===== src/rtl/multicycle_control.sv =====
// multicycle_control: FETCH/DECODE/EXECUTE/MEM/WB sequencer for the multi-cycle RV32I core
// Ports: clk, reset (async, active-high); instr_rdata (fetched word), mem_ready (data
// memory handshake), btaken (branch compare result); ir_en/pc_en/pc_src/register_write_en/
// mem_req/mem_write_en strobes; imm_en/alu_control_en/rd_mux_en/*_type_data decoded from IR;
// state_o, instret (retired count), illegal_o (sticky illegal flag).
// Optional ILLEGAL_TRAP_EN: illegal instructions halt the core instead of acting as NOPs.
module multicycle_control (
  input  logic        clk,
  input  logic        reset,
  input  logic [31:0] instr_rdata,
  input  logic        mem_ready,
  input  logic        btaken,
  output logic        ir_en,
  output logic        pc_en,
  output logic        pc_src,
  output logic        register_write_en,
  output logic        mem_req,
  output logic        mem_write_en,
  output logic        imm_en,
  output logic [3:0]  alu_control_en,
  output logic [1:0]  rd_mux_en,
  output logic [2:0]  S_type_data,
  output logic [2:0]  L_type_data,
  output logic [2:0]  B_type_data,
  output logic [2:0]  state_o,
  output logic [31:0] instret,
  output logic        illegal_o
);
`ifdef ILLEGAL_TRAP_EN
  localparam bit TRAP = 1'b1;
`else
  localparam bit TRAP = 1'b0;
`endif
  localparam logic [6:0] OP_R = 7'b0110011, OP_I = 7'b0010011, OP_LUI = 7'b0110111;
  localparam logic [6:0] OP_S = 7'b0100011, OP_L = 7'b0000011, OP_B = 7'b1100011;
  typedef enum logic [2:0] {FETCH = 3'd0, DECODE = 3'd1, EXECUTE = 3'd2, MEM = 3'd3, WB = 3'd4, HALT = 3'd5} state_t;
  state_t state_q, state_d;
  logic [31:0] ir_q, ir_d, instret_q, instret_d;
  logic illegal_q, illegal_d;
  logic [6:0] op, f7;
  logic [2:0] f3;
  logic ill, act, is_r, is_i, is_s, is_l, is_b, is_lui;
  logic unused_ir;
  assign unused_ir = ^{ir_q[24:15], ir_q[11:7]};
  always_comb begin
    op = ir_q[6:0];
    f3 = ir_q[14:12];
    f7 = ir_q[31:25];
    ill = !(op inside {OP_R, OP_I, OP_LUI, OP_S, OP_L, OP_B})
        | (op == OP_R && f7 != 7'b0000000 && f7 != 7'b0100000)
        | (op == OP_L && (f3 == 3'b011 || f3[2:1] == 2'b11))
        | (op == OP_S && f3 > 3'b010)
        | (op == OP_B && f3[2:1] == 2'b01);
    // illegal encodings decode to nothing, so they fall through EXECUTE as a NOP
    is_r = op == OP_R && !ill;
    is_i = op == OP_I;
    is_lui = op == OP_LUI;
    is_s = op == OP_S && !ill;
    is_l = op == OP_L && !ill;
    is_b = op == OP_B && !ill;
    act = state_q != FETCH && state_q != HALT;
    alu_control_en = !act ? 4'b0000 : is_r ? {ir_q[30], f3} : is_i ? {f3 == 3'b101 && ir_q[30], f3} : 4'b0000;
    imm_en = act && (is_i || is_s || is_l);
    rd_mux_en = !act ? 2'b00 : is_l ? 2'b01 : is_lui ? 2'b10 : 2'b00;
    S_type_data = act && is_s ? f3 : 3'b000;
    L_type_data = act && is_l ? f3 : 3'b000;
    B_type_data = act && is_b ? f3 : 3'b000;
    // gated by reset so every strobe reads 0 while reset is held
    ir_en = state_q == FETCH && !reset;
    mem_req = state_q == MEM;
    mem_write_en = state_q == MEM && is_s;
    register_write_en = state_q == WB;
    pc_src = state_q == EXECUTE && is_b && btaken;
    pc_en = state_q == WB || (state_q == EXECUTE && (is_b || ill)) || (state_q == MEM && is_s && mem_ready);
    state_d = state_q;
    case (state_q)
      FETCH:   state_d = DECODE;
      DECODE:  state_d = TRAP && ill ? HALT : EXECUTE;
      EXECUTE: state_d = is_r || is_i || is_lui ? WB : is_s || is_l ? MEM : FETCH;
      MEM:     state_d = !mem_ready ? MEM : is_s ? FETCH : WB;
      WB:      state_d = FETCH;
      default: state_d = HALT;
    endcase
    ir_d = ir_en ? instr_rdata : ir_q;
    instret_d = instret_q + {31'b0, pc_en};
    illegal_d = illegal_q || (TRAP && state_q == DECODE && ill);
  end
  always_ff @(posedge clk or posedge reset) begin
    if (reset) begin
      state_q <= FETCH;
      ir_q <= 32'h0000_0013;
      instret_q <= 32'b0;
      illegal_q <= 1'b0;
    end else begin
      state_q <= state_d;
      ir_q <= ir_d;
      instret_q <= instret_d;
      illegal_q <= illegal_d;
    end
  end
  assign state_o = state_q;
  assign instret = instret_q;
  assign illegal_o = illegal_q;
endmodule


===== config.mk =====
export PLATFORM = sky130hd
export DESIGN_NAME = multicycle_control
export DESIGN_NICKNAME = d
export VERILOG_FILES = /design/src/rtl/multicycle_control.sv
export SDC_FILE = /design/constraint.sdc
export NUM_CORES = 1
export LEC_CHECK = 0
export BUFFER_PORTS_ARGS = -buffer_cell sky130_fd_sc_hd__buf_2
export CAP_MARGIN = 20
export CORE_AREA = 2 2 84 86
export DETAILED_ROUTE_END_ITERATION = 10
export DIE_AREA = 0 0 86 88
export PLACE_DENSITY_LB_ADDON = 0.08
export SLEW_MARGIN = 10
export SYNTH_ARGS = -nofsm -noshare
export SYNTH_HDL_FRONTEND = slang
export SYNTH_SLANG_ARGS = --single-unit

===== constraint.sdc =====
create_clock -name clk -period 3.5 [get_ports clk]
set_input_delay 0.175 -clock clk [delete_from_list [all_inputs] [get_ports clk]]
set_output_delay 0.175 -clock clk [all_outputs]
set_load 0.01 [all_outputs]

==> results of run 1 <==
[report_power, final]
group,internal [W],switching [W]
registers,0.000612,0.00000957
clock network,0.000212,0.000204
logic,0.0000227,0.0000279
total,0.000847,0.000241
[critical path: cells and delay by family (launching register included)]
kind / cells / cell delay (ps)
adder cells (fa/ha/maj): 2 / 470
AND/OR/NAND/NOR: 5 / 920
flip-flops: 1 / 590
XOR/XNOR: 1 / 170
AO/OA/AOI/OAI: 2 / 580
[sequential cells by signal (all words and copies together), names as in the netlist]
register  cells
instret      32
ir_q         17
state_o       3
[kinds of logic (layout without fill, tap and decap cells)]
kind of cell             after synthesis  after routing  synth area share [%]
multiplexers                          16             16                  6.91
adder cells (fa/ha/maj)                2              2                 0.960
buffers and inverters                 17             96                  3.17
AND/OR/NAND/NOR                      113            113                  24.5
flip-flops                            52             52                  50.1
XOR/XNOR                              30             30                  10.1
other                                  1              2                 0.144
AO/OA/AOI/OAI                         16             16                  4.18
[worst max path at each step]
stage	slack [ps]	endpoint	start
after global routing	390	instret[28]	ir_q[0]
after CTS	640	instret[28]	ir_q[0]
final	650	instret[28]	ir_q[4]
after floorplan	760	instret[26]	ir_q[1]
after detailed placement	640	instret[10]	ir_q[0]
after global placement	650	instret[28]	ir_q[0]
[cell usage in the layout, fill, tap and decap left out, types with 3 or more instances in the layout]
| master | n |
|---|---|
| dfrtp_1 | 49 |
| dfstp_2 | 3 |
| nor2_1 | 19 |
| or3_1 | 3 |
| buf_4 | 3 |
| o21ai_0 | 5 |
| inv_1 | 8 |
| and2_1 | 3 |
| buf_2 | 76 |
| xnor2_1 | 28 |
| nand2b_1 | 5 |
| and4_1 | 3 |
| and3_1 | 5 |
| mux2_2 | 16 |
| nand4b_1 | 3 |
| nor2b_1 | 5 |
| nand4_1 | 12 |
| nand3_1 | 17 |
| clkbuf_8 | 5 |
| nand2_1 | 22 |
| nor3_1 | 3 |
[area by class of cell]
class,instances,area (um2),share of cell area [%]
Clock buffer,5,68.8,2.17
Clock inverter,3,42.5,1.34
Inverter,9,33.8,1.06
Multi-Input combinational cell,179,1220,38.5
Sequential cell,52,1310,41.1
Tap cell,80,100,3.15
Timing Repair Buffer,79,403,12.7
[metrics by stage]
stage          setup slack (ps)  hold slack [ps]
2_1_floorplan               764              292
3_3_place_gp                653              375
3_5_place_dp                643              379
4_1_cts                     637             39.2
5_1_grt                     386             76.8
6_report                    652             1.09
[layer usage]
metal  GRT usage (%)  share of wire, %  vias up
met5               0                 0        -
li1                -                 -     1020
met4            5.77               1.9        0
met1            21.7                47      941
met3            2.92               5.8        9
met2            24.3                45       65
==> results.json, run 1 <==
{
  "status": "completed",
  "synthCells": 247,
  "grt_pass1_wl_um": 9340,
  "critPathMaxStageDelay_ps": 590,
  "rows": 30,
  "crit_fanout": 7,
  "rr_worst_depth": 10,
  "slew_headroom_pct": 36.0,
  "routedWlPerCell_um": 13.8,
  "synth_ff_type": "dfrtp_1",
  "overflow": 0,
  "ctsRootBufferMaster": "clkbuf_8",
  "cts_setup_buffers": 0,
  "viasPerCell": 5.00,
  "synthTopCellsByArea": "dfrtp_1 47%, xnor2_1 9.4%, mux2_2 6.9%",
  "critical_path_class": "reg -> reg",
  "crit_arrival_ps": 3040,
  "cts_resized": 0,
  "final.min_clock_period_ps": 2850,
  "clock_skew_ps": 8.19,
  "clock_path_buffers": 2,
  "h-tree-depth": 2,
  "hp-class": "in -> async",
  "place_congestion": 0.832,
  "nNetsFinal": 364,
  "fin_cells": 407,
  "num_io_pins": 94,
  "cp.required_ps": 3700,
  "synthArstFlopShare_pct": 100,
  "syn_to_final_growth_pct": 21.8,
  "p_leak_nw": 1.56,
  "total_power_w": 0.00109,
  "setup_viol": 0,
  "drtIter0Drc": 42,
  "r2r-start": "ir_q[4]",
  "ys_ff_latch": 52,
  "diodes": 0,
  "synth_warnings": 0,
  "clk_latency_ps": 300,
  "clkTransAtPathRegs_ps": 100,
  "first_pass_iters": 4,
  "grt_usage_pct": 15.6,
  "place_inst": 399,
  "grt_max_degree": 36,
  "worst_slew_pin_slew_ps": 953,
  "powerDensity_mw_per_mm2": 342,
  "worstPathCellList": "nand2b_1 -> a311oi_1 -> nor4b_1 -> o221ai_1 -> ha_1 -> ha_1 -> nand3_1 -> nor4_1 -> nand3_1 -> xnor2_1",
  "slew_violations": 0,
  "drive_gt1_share_pct": 34.6,
  "hpwlAfterDp_um": 4160,
  "dpl_cell_area_mm2": 0.00306,
  "critPathCaptureType": "register",
  "finalCritPeriodShare_pct": 81.4,
  "wl_um": 5620,
  "rsz0062_at_grt": "no",
  "hold_buffers": 0,
  "setup_tns_ps": 0,
  "numCtsBuffers": 5,
  "ir_drop_v": 0.000163,
  "final_util_pct": 47.8,
  "cts.sinks": 52,
  "r2r-end": "instret[28]",
  "yosysTopAreaCell": "dfrtp_1",
  "netlist_top_cells_count": "49 x dfrtp_1, 28 x xnor2_1, 22 x nand2_1",
  "synth_edf_count": 0,
  "dr_total_vias": 2035,
  "syn_area_mm2": 0.00261,
  "finalHoldViolCount": 0,
  "drc": 0,
  "n_fill_cell": 644,
  "ant_nets": 0,
  "start_util_pct": 39.2,
  "synth_top_area_share_pct": 47.0,
  "seq_area_frac_synth_pct": 50.1,
  "avgSynthCellArea_um2": 10.6,
  "cap_violations": 0,
  "die_y_um": 88,
  "core_mm2": 0.00664,
  "max_freq_mhz": 351,
  "port_buffers": 76,
  "dieArea_mm2": 0.00757,
  "reg2reg_slack_ps": 650,
  "startpoint_type": "register",
  "first_global_vias": 1884,
  "stdcell_area_mm2": 0.00318,
  "die_x_um": 86,
  "synth.distinct_cells": 43,
  "cts_tree": "done",
  "antenna_found_initial": 0,
  "slowest_stage": "dfstp_2",
  "synth.most_common_cell": "dfrtp_1"
}
Power figures use the tool's default switching activity.
==> inputs of run 2 (changes only) <==
==> constraint.sdc (replaced) <==
create_clock -name clk -period 2.55 [get_ports clk]
set_input_delay 0.1275 -clock clk [delete_from_list [all_inputs] [get_ports clk]]
set_output_delay 0.1275 -clock clk [all_outputs]
set_load 0.01 [all_outputs]
==> run 2 against run 1 <==
Sequential power increased by 38%. Total power increased by 42%. Worst hold slack gained 13 ps. Largest cell class is now multi-input gates. Non-clock buffer count is 11 higher. Sequential cell count unchanged.
==> results.json, run 2 (synthesis gave the netlist of run 1 again) <==
{
  "slew_violations": 0,
  "routedWlPerCell_um": 14.2,
  "final.min_clock_period_ps": 2530,
  "critical_path_class": "reg -> reg",
  "core_mm2": 0.00664,
  "die_x_um": 86,
  "r2r-end": "instret[30]",
  "antenna_found_initial": 0,
  "dr_total_vias": 2124,
  "slew_headroom_pct": 56.4,
  "cp.required_ps": 2780,
  "hp-class": "in -> async",
  "hold_buffers": 0,
  "setup_viol": 0,
  "place_ws_ps": -54.2,
  "num_io_pins": 94,
  "grt_pass1_wl_um": 9630,
  "rows": 30,
  "largest_reg_flops": 32,
  "dpl_cell_area_mm2": 0.00313,
  "place_congestion": 0.925,
  "cts.sinks": 52,
  "seqCellArea_mm2": 0.00131,
  "drtIter0Drc": 78,
  "rsz0062_at_grt": "yes",
  "worstPathCellList": "nand2b_4 -> a311oi_2 -> nor4b_2 -> o221ai_2 -> ha_2 -> ha_4 -> nand3_4 -> nor4_4 -> nand3_1 -> xnor2_1",
  "critPathCaptureType": "register",
  "stdcell_area_mm2": 0.00338,
  "syn_to_final_growth_pct": 29.6,
  "n_fill_cell": 630,
  "drc": 0,
  "nNetsFinal": 375,
  "place_inst": 406,
  "ir_drop_v": 0.000298,
  "finalCritPeriodShare_pct": 99.1,
  "p_leak_nw": 1.68,
  "status": "completed",
  "ant_nets": 0,
  "h-tree-depth": 2,
  "first_global_vias": 2031,
  "hold-worst-slack_ps": 14.1,
  "ctsRootBufferMaster": "clkbuf_8",
  "diodes": 0,
  "total_power_w": 0.00154,
  "clock_skew_ps": 10.9,
  "clock_path_buffers": 2,
  "startpoint_type": "register",
  "finalHoldViolCount": 0,
  "numCtsBuffers": 5,
  "final_cell_mix": "76 x buf_2, 49 x dfrtp_1, 28 x xnor2_1, 22 x nand2_1, 19 x nor2_1",
  "grt_max_degree": 53,
  "r2r-start": "ir_q[4]",
  "fin_cells": 418,
  "powerDensity_mw_per_mm2": 456,
  "dieArea_mm2": 0.00757,
  "hpwlAfterDp_um": 4340,
  "drive_gt1_share_pct": 40.2,
  "clk_latency_ps": 300,
  "critPathMaxStageDelay_ps": 610,
  "die_y_um": 88,
  "rr_worst_depth": 10,
  "multiInputGateArea_mm2": 0.00133,
  "clkTransAtPathRegs_ps": 100,
  "crit_arrival_ps": 2750,
  "viasPerCell": 5.08,
  "port_buffers": 76,
  "crit_fanout": 6,
  "setup_ws_ps": 23.3,
  "overflow": 0,
  "first_pass_iters": 4,
  "slowest_stage": "dfstp_2",
  "cts_tree": "done",
  "cap_violations": 0,
  "start_util_pct": 39.2,
  "wl_um": 5920,
  "grt_usage_pct": 16.2,
  "layout_commonest_cell": "buf_2",
  "worst_slew_pin_slew_ps": 655,
  "reg2reg_slack_ps": 20,
  "max_freq_mhz": 396
}
[run 2: worst max-delay path: cells and delay by family (launching register included)]
| kind | cells | cell delay, ps |
|---|---|---|
| XOR/XNOR | 1 | 200 |
| AO/OA/AOI/OAI | 2 | 530 |
| adder cells (fa/ha/maj) | 2 | 420 |
| flip-flops | 1 | 610 |
| AND/OR/NAND/NOR | 5 | 700 |
[run 2: repair_timing]
item                                    CTS  global route
gates resized for setup                   2            14
hold endpoints to repair                  0             0
buffers inserted                          0             4
pin swaps                                 0            12
endpoints found under the setup margin    7            28
[run 2: worst max path at each step]
stage | cells past startpoint | slack (ps) | from | endpoint
after global routing | 10 | -190 | ir_q[6] | instret[30]
after CTS | 10 | 0.4 | ir_q[4] | instret[30]
after global placement | 9 | 60 | ir_q[4] | instret[31]
after detailed placement | 9 | -50 | ir_q[4] | instret[27]
after floorplan | 9 | 60 | ir_q[1] | instret[11]
final | 10 | 20 | ir_q[4] | instret[30]
[run 2: through the flow]
| step | util [%] | TNS (ps) |
|---|---|---|
| 2_1_floorplan | - | 0 |
| 3_3_place_gp | 47.2 | 0 |
| 3_5_place_dp | 47.2 | -142 |
| 4_1_cts | 49.3 | 0 |
| 5_1_grt | 50.8 | -1220 |
| 6_report | 50.8 | 0 |
[run 2: report_power, final]
group | switching (W) | internal (W) | total [W]
clock network | 0.000261 | 0.000346 | 0.000607
logic | 0.0000424 | 0.0000362 | 0.0000786
registers | 0.0000139 | 0.000840 | 0.000854
total | 0.000317 | 0.00122 | 0.00154
[run 2: cell type report]
type	count	area share [%]
sequential	52	38.6
timing repair buffer	90	14.4
clock inverter	1	0.889
clock buffer	7	2.85
tap	80	2.96
inverter	9	1.00
multi-input combinational	179	39.3
[run 2: routing by layer]
layer	routed length (um)	track usage, %	up-vias
met1	2640	20.6	1006
met5	0	0	-
met2	2920	27.6	67
li1	-	-	1049
met3	332	3.77	2
met4	29	4.76	0
